`src/rtl/ws2812_frame_driver.sv`:
```
// ws2812_frame_driver
//
// Reads one frame of LED_NUM 24-bit colour words from a synchronous colour
// RAM and serialises them MSB first onto a single-wire WS2812-style chain
// using NRZ pulse-width coding. After the last bit the line is held low for
// the latch gap, and then completion is reported on update_done.
//
// Ports:
//   CLK            system clock, also the RAM read clock
//   RST_N          asynchronous active-low reset
//   update_reqeust frame request from the producer, rising edge starts a frame
//   update_done    1 = idle / frame complete, 0 = frame in progress
//   ram_rdaddress  colour RAM read address
//   ram_q          colour RAM read data, valid RD_LATENCY cycles after address
//   LED_DOUT       serial data to the LED chain
//   ST             current FSM state (debug)
//
// Operating limits: 1 <= T0H < T1H < T_BIT and RD_LATENCY <= 24*T_BIT-2.
// The second limit guarantees that the prefetched word is captured before
// the last bit of the current pixel ends.

module ws2812_frame_driver #(
    parameter int LED_NUM      = 16,
    parameter int ADDR_BIT     = $clog2(LED_NUM) + 1,
    parameter int RD_LATENCY   = 2,
    parameter int T0H          = 20,
    parameter int T1H          = 40,
    parameter int T_BIT        = 62,
    parameter int RESET_CYCLES = 15000
) (
    input  logic                CLK,
    input  logic                RST_N,
    input  logic                update_reqeust,
    output logic                update_done,
    output logic [ADDR_BIT-1:0] ram_rdaddress,
    input  logic [23:0]         ram_q,
    output logic                LED_DOUT,
    output logic [2:0]          ST
);

    typedef enum logic [2:0] {
        IDLE   = 3'd0,
        FETCH0 = 3'd1,
        LOAD   = 3'd2,
        BIT    = 3'd3,
        GAP    = 3'd4,
        DONE   = 3'd5
    } state_t;

    // One shared wait counter covers both the first-word fetch and the gap.
    localparam int WAIT_MAX = (RESET_CYCLES > RD_LATENCY) ? RESET_CYCLES : RD_LATENCY;
    localparam int CNT_W    = $clog2(WAIT_MAX + 1);
    localparam int TMR_W    = $clog2(T_BIT + 1);
    localparam int PF_W     = $clog2(RD_LATENCY + 2);

    localparam logic [CNT_W-1:0]    FETCH_LAST = CNT_W'(RD_LATENCY - 1);
    localparam logic [CNT_W-1:0]    GAP_LAST   = CNT_W'(RESET_CYCLES - 1);
    localparam logic [TMR_W-1:0]    TMR_LAST   = TMR_W'(T_BIT - 1);
    localparam logic [TMR_W-1:0]    T0H_C      = TMR_W'(T0H);
    localparam logic [TMR_W-1:0]    T1H_C      = TMR_W'(T1H);
    localparam logic [ADDR_BIT-1:0] PIX_LAST   = ADDR_BIT'(LED_NUM - 1);
    localparam logic [ADDR_BIT-1:0] ONE_A      = ADDR_BIT'(1);
    localparam logic [ADDR_BIT-1:0] TWO_A      = ADDR_BIT'(2);
    // The RAM output is sampled one edge after it becomes valid, hence +1.
    localparam logic [PF_W-1:0]     PF_START   = PF_W'(RD_LATENCY + 1);

    state_t              state, state_n;
    logic                req_d;
    logic                start_q;
    logic [CNT_W-1:0]    wait_cnt, wait_cnt_n;
    logic [TMR_W-1:0]    bit_tmr, bit_tmr_n;
    logic [4:0]          bit_cnt, bit_cnt_n;
    logic [ADDR_BIT-1:0] pix_cnt, pix_cnt_n;
    logic [23:0]         shift_reg, shift_reg_n;
    logic [23:0]         next_word, next_word_n;
    logic [PF_W-1:0]     pf_cnt, pf_cnt_n;
    logic [ADDR_BIT-1:0] rdaddr_n;
    logic                led_n;
    logic                done_n;

    assign ST = state;

    // Request edge detector. The edge is registered into start_q and only
    // honoured while idle, so edges during a frame are dropped rather than
    // queued, and a request held high never produces a second edge.
    always_ff @(posedge CLK or negedge RST_N) begin
        if (!RST_N) begin
            req_d   <= 1'b0;
            start_q <= 1'b0;
        end else begin
            req_d   <= update_reqeust;
            start_q <= update_reqeust & ~req_d & (state == IDLE);
        end
    end

    // State and datapath registers. LED_DOUT and update_done are registered
    // from the next-state values so the line never glitches.
    always_ff @(posedge CLK or negedge RST_N) begin
        if (!RST_N) begin
            state         <= IDLE;
            wait_cnt      <= '0;
            bit_tmr       <= '0;
            bit_cnt       <= '0;
            pix_cnt       <= '0;
            shift_reg     <= '0;
            next_word     <= '0;
            pf_cnt        <= '0;
            ram_rdaddress <= '0;
            LED_DOUT      <= 1'b0;
            update_done   <= 1'b0;
        end else begin
            state         <= state_n;
            wait_cnt      <= wait_cnt_n;
            bit_tmr       <= bit_tmr_n;
            bit_cnt       <= bit_cnt_n;
            pix_cnt       <= pix_cnt_n;
            shift_reg     <= shift_reg_n;
            next_word     <= next_word_n;
            pf_cnt        <= pf_cnt_n;
            ram_rdaddress <= rdaddr_n;
            LED_DOUT      <= led_n;
            update_done   <= done_n;
        end
    end

    // Next-state and datapath logic.
    always_comb begin
        state_n     = state;
        wait_cnt_n  = wait_cnt;
        bit_tmr_n   = bit_tmr;
        bit_cnt_n   = bit_cnt;
        pix_cnt_n   = pix_cnt;
        shift_reg_n = shift_reg;
        next_word_n = next_word;
        pf_cnt_n    = pf_cnt;
        rdaddr_n    = ram_rdaddress;

        // Prefetch pipeline: runs alongside bit transmission and captures
        // the next pixel's word once the RAM output has settled.
        if (pf_cnt != '0) begin
            pf_cnt_n = pf_cnt - 1'b1;
            if (pf_cnt == PF_W'(1)) begin
                next_word_n = ram_q;
            end
        end

        case (state)
            IDLE: begin
                if (start_q) begin
                    state_n    = (RD_LATENCY == 0) ? LOAD : FETCH0;
                    rdaddr_n   = '0;
                    wait_cnt_n = '0;
                end
            end

            FETCH0: begin
                if (wait_cnt == FETCH_LAST) begin
                    state_n = LOAD;
                end else begin
                    wait_cnt_n = wait_cnt + 1'b1;
                end
            end

            LOAD: begin
                shift_reg_n = ram_q;
                pix_cnt_n   = '0;
                bit_cnt_n   = 5'd23;
                bit_tmr_n   = '0;
                state_n     = BIT;
                // The address for pixel 1 is presented as bit 23 of pixel 0
                // starts, leaving a whole pixel time for the read.
                if (LED_NUM > 1) begin
                    rdaddr_n = ONE_A;
                    pf_cnt_n = PF_START;
                end
            end

            BIT: begin
                if (bit_tmr == TMR_LAST) begin
                    bit_tmr_n = '0;
                    if (bit_cnt != 5'd0) begin
                        shift_reg_n = {shift_reg[22:0], 1'b0};
                        bit_cnt_n   = bit_cnt - 5'd1;
                    end else if (pix_cnt != PIX_LAST) begin
                        // Next pixel starts immediately, no gap cycle.
                        shift_reg_n = next_word;
                        pix_cnt_n   = pix_cnt + ONE_A;
                        bit_cnt_n   = 5'd23;
                        if ((pix_cnt + ONE_A) != PIX_LAST) begin
                            rdaddr_n = pix_cnt + TWO_A;
                            pf_cnt_n = PF_START;
                        end
                    end else begin
                        state_n    = GAP;
                        wait_cnt_n = '0;
                    end
                end else begin
                    bit_tmr_n = bit_tmr + 1'b1;
                end
            end

            GAP: begin
                if (wait_cnt == GAP_LAST) begin
                    state_n = DONE;
                end else begin
                    wait_cnt_n = wait_cnt + 1'b1;
                end
            end

            DONE: begin
                rdaddr_n = '0;
                state_n  = IDLE;
            end

            default: begin
                state_n = IDLE;
            end
        endcase

        led_n  = (state_n == BIT) &&
                 (bit_tmr_n < (shift_reg_n[23] ? T1H_C : T0H_C));
        done_n = (state_n == IDLE) || (state_n == DONE);
    end

endmodule

```
`config.mk`:
```
export PLATFORM = sky130hd
export DESIGN_NAME = ws2812_frame_driver
export DESIGN_NICKNAME = d
export VERILOG_FILES = /design/src/rtl/ws2812_frame_driver.sv
export SDC_FILE = /design/constraint.sdc
export NUM_CORES = 1
export LEC_CHECK = 0
export CAP_MARGIN = 10
export CORE_ASPECT_RATIO = 0.7
export CORE_MARGIN = 2
export CORE_UTILIZATION = 35
export CTS_BUF_LIST = sky130_fd_sc_hd__clkbuf_8
export CTS_CLUSTER_SIZE = 24
export DETAILED_ROUTE_END_ITERATION = 10
export PLACE_DENSITY_LB_ADDON = 0.2
export SETUP_SLACK_MARGIN = 0.4
export SYNTH_ARGS = -nofsm -noshare
export SYNTH_HDL_FRONTEND = slang
export SYNTH_SLANG_ARGS = --single-unit
export TNS_END_PERCENT = 10
```
`constraint.sdc`:
```
create_clock -name CLK -period 2.9 [get_ports CLK]
set_input_delay 0.29 -clock CLK [delete_from_list [all_inputs] [get_ports CLK]]
set_output_delay 0.29 -clock CLK [all_outputs]
set_load 0.1 [all_outputs]
```
==> impl_metrics.toml <==
[sta]
setup_tns_ps = 0
period_share_pct = 88.3
tightest_slew_ps = 683
max_freq_mhz = 391
layout_setup_ws_ps = 341
finalHoldViolCount = 0
rsz0062_at_grt = "yes"
relSlewSlack_pct = 54.1
drv_slew = 0
hold_ws_ps = 418
setup_viol = 0
fin_crit_ps = 2560
finClkSkew_ps = 10.6

[place]
dp_hpwl_um = 7440
dpl_cell_area_um2 = 5420
dp.cells = 680
portBuffers = 36
gp_congestion = 0.828
pre_cts_ws_ps = 148

[cts]
worstSkewPairLatency_ps = 360
root_buffer = "clkbuf_8"
cts_tree = "built"
htree_levels = 3
numCtsBuffers = 9
clock_sinks = 92
ctsLongestPathBuffers = 2
clk_pin_slew_ps = 90

[drt]
drt.antenna.violating_nets = 0
firstDrtPassIters = 4
drc_errors = 0
maxUsedRoutingLayer = "met4"
drt-initial-drc-count = 272
wl_per_cell_um = 16.3
vias = 3735
wirelength_um = 11400
wl_met3_um = 671
wl_met1_um = 5880
drt-vias-per-instance = 5.34
met2_length_um = 4730

[synth]
synth_top_area_share_pct = 48.1
synth_top_cells_by_count = "92 x dfrtp_1, 62 x nand2_1, 34 x a21oi_1"
syn_nets = 509
synth_ff_type = "dfrtp_1"
ys_ff_latch = 92
yosys-top-cells-area = "dfrtp_1 48%, mux2_2 7.3%, nand2_1 4.9%"
yosysUniqueCellTypes = 56
yosysMostFrequentCell = "dfrtp_1"
syn-cell-area_um2 = 4790
async_flop_share_pct = 100
synth_edf_count = 0
synth_top_cell_by_area = "dfrtp_1"
ys_warn_count = 0
syn_avg_cell_area_um2 = 10.2
synth_cells = 469
ys_seq_area_share_pct = 48.1

[power_and_ir_drop]
internal-power_mw = 3.34
seqPwrFrac_pct = 39.3
p_clk_share_pct = 17.8
cellPowerDensity_nw_per_um2 = 960
leakagePower_nw = 2.37
vdd_drop_max_uv = 325
combPwrFrac_pct = 42.8
p_total_mw = 5.51
swShare_pct = 39.4
power_switching_mw = 2.17

[hold_path]
hp-start = "update_reqeust"
min_path_cells = 1
min_to = "req_d"
hp-class = "primary input to flip-flop"

[floorplan]
dieWidth_um = 144
start_util_pct = 36.1
dieArea_um2 = 14700
core-area_um2 = 13300
io_pins = 37
rows = 35
die_h_um = 102

[worst_setup_path]
crit_path_end_kind = "flip-flop"
critPathRequiredTime_ps = 3150
rr_startpoint = "bit_tmr[0]"
reg2regPathDepth = 9
rr_endpoint = "LED_DOUT"
critPathMaxFanout = 5
r2r_slack_ps = 340
cp-start-kind = "flip-flop"
arrival_ps = 2810
crit_type = "flip-flop to flip-flop"

[global_routing]
grt_usage_pct = 16.5
antenna_found_initial = 0
grt_max_degree = 50
grt_first_pass_wirelength_um = 18900
grt_overflow_total = 0
grt_pass1_vias = 3545

[layout]
stdcell_area_um2 = 5740
finalCoreUtilization_pct = 43.3
nets = 550
syn_to_final_growth_pct = 19.9
drive_above_1_share_pct = 19.6
diodes = 0
fin_cells = 700

[outcome]
outcome = "completed"

[flow_run]
maxCapViolCount = 0
[logic make-up after synthesis]
logic type	after synthesis	share of synthesized area [%]
XOR/XNOR	7	1.28
adder cells (fa/ha/maj)	13	3.40
multiplexers	32	7.50
buffers and inverters	46	3.76
AO/OA/AOI/OAI	120	18.0
AND/OR/NAND/NOR	159	18.0
flip-flops	92	48.1
[power groups by stage]
stage	combinational [mW]	sequential (mW)	clock (mW)
floorplan	1.45	2.36	0
global placement	2.25	2.16	0
detailed placement	2.30	2.18	0
CTS	2.36	2.16	1.02
global route	2.60	2.24	1.07
finish	2.36	2.17	0.984
[worst max path at each step]
stage,slack [ps],cells past startpoint,to,start
final,340,9,LED_DOUT,bit_tmr[0]
after global routing,140,11,LED_DOUT,pix_cnt[0]
after CTS,180,11,LED_DOUT,pix_cnt[0]
after detailed placement,150,11,LED_DOUT,pix_cnt[1]
after global placement,200,11,LED_DOUT,pix_cnt[1]
after floorplan,230,11,LED_DOUT,pix_cnt[1]
[area by class of cell]
type / count / area [µm²]
multi-input cells: 331 / 2390
well taps: 185 / 231
clock inverters: 5 / 76.3
flip-flops and latches: 92 / 2310
fillers: 1293 / 7530
repair buffers: 59 / 520
clock buffers: 11 / 151
inverters: 17 / 63.8
[timing repair]
action / in CTS / in global routing
hold buffers: 1 / 0
resized for setup: 9 / 4
endpoints found under the hold margin: 48 / 0
buffers inserted: 3 / 0
endpoints found under the setup margin: 8 / 31
pin swaps: 6 / 2
[critical path: stages (launching register included)]
cell       delay (ps)
dfrtp_1           440
ha_1              230
nand3_1           200
o21ai_0           220
or2_2             390
o31ai_2           370
ha_4              270
o211ai_1           70
a31oi_1            70
a2111oi_2         200
[metal layers]
layer,up-vias,track usage [%]
met2,84,23.2
met5,-,0
met4,0,3.62
met1,1822,25.7
li1,1820,-
met3,9,3.94
[layout by cell type (no fill, tap or decap), types with 4 or more instances in the layout]
| master | count |
|---|---|
| nand2b_1 | 6 |
| nor4_1 | 4 |
| ha_1 | 10 |
| nand2_1 | 62 |
| mux2_2 | 29 |
| nand3_1 | 13 |
| a31oi_1 | 13 |
| a221o_1 | 23 |
| clkbuf_8 | 11 |
| o21ai_0 | 14 |
| inv_1 | 19 |
| xnor2_1 | 5 |
| a21oi_1 | 34 |
| buf_4 | 32 |
| nor2_1 | 14 |
| o211ai_1 | 5 |
| nand3b_1 | 23 |
| nor3_1 | 4 |
| and3_1 | 4 |
| or4_1 | 4 |
| clkdlybuf4s50_1 | 25 |
| dfrtp_1 | 89 |
Note: power is estimated with default switching activity, not from simulation.
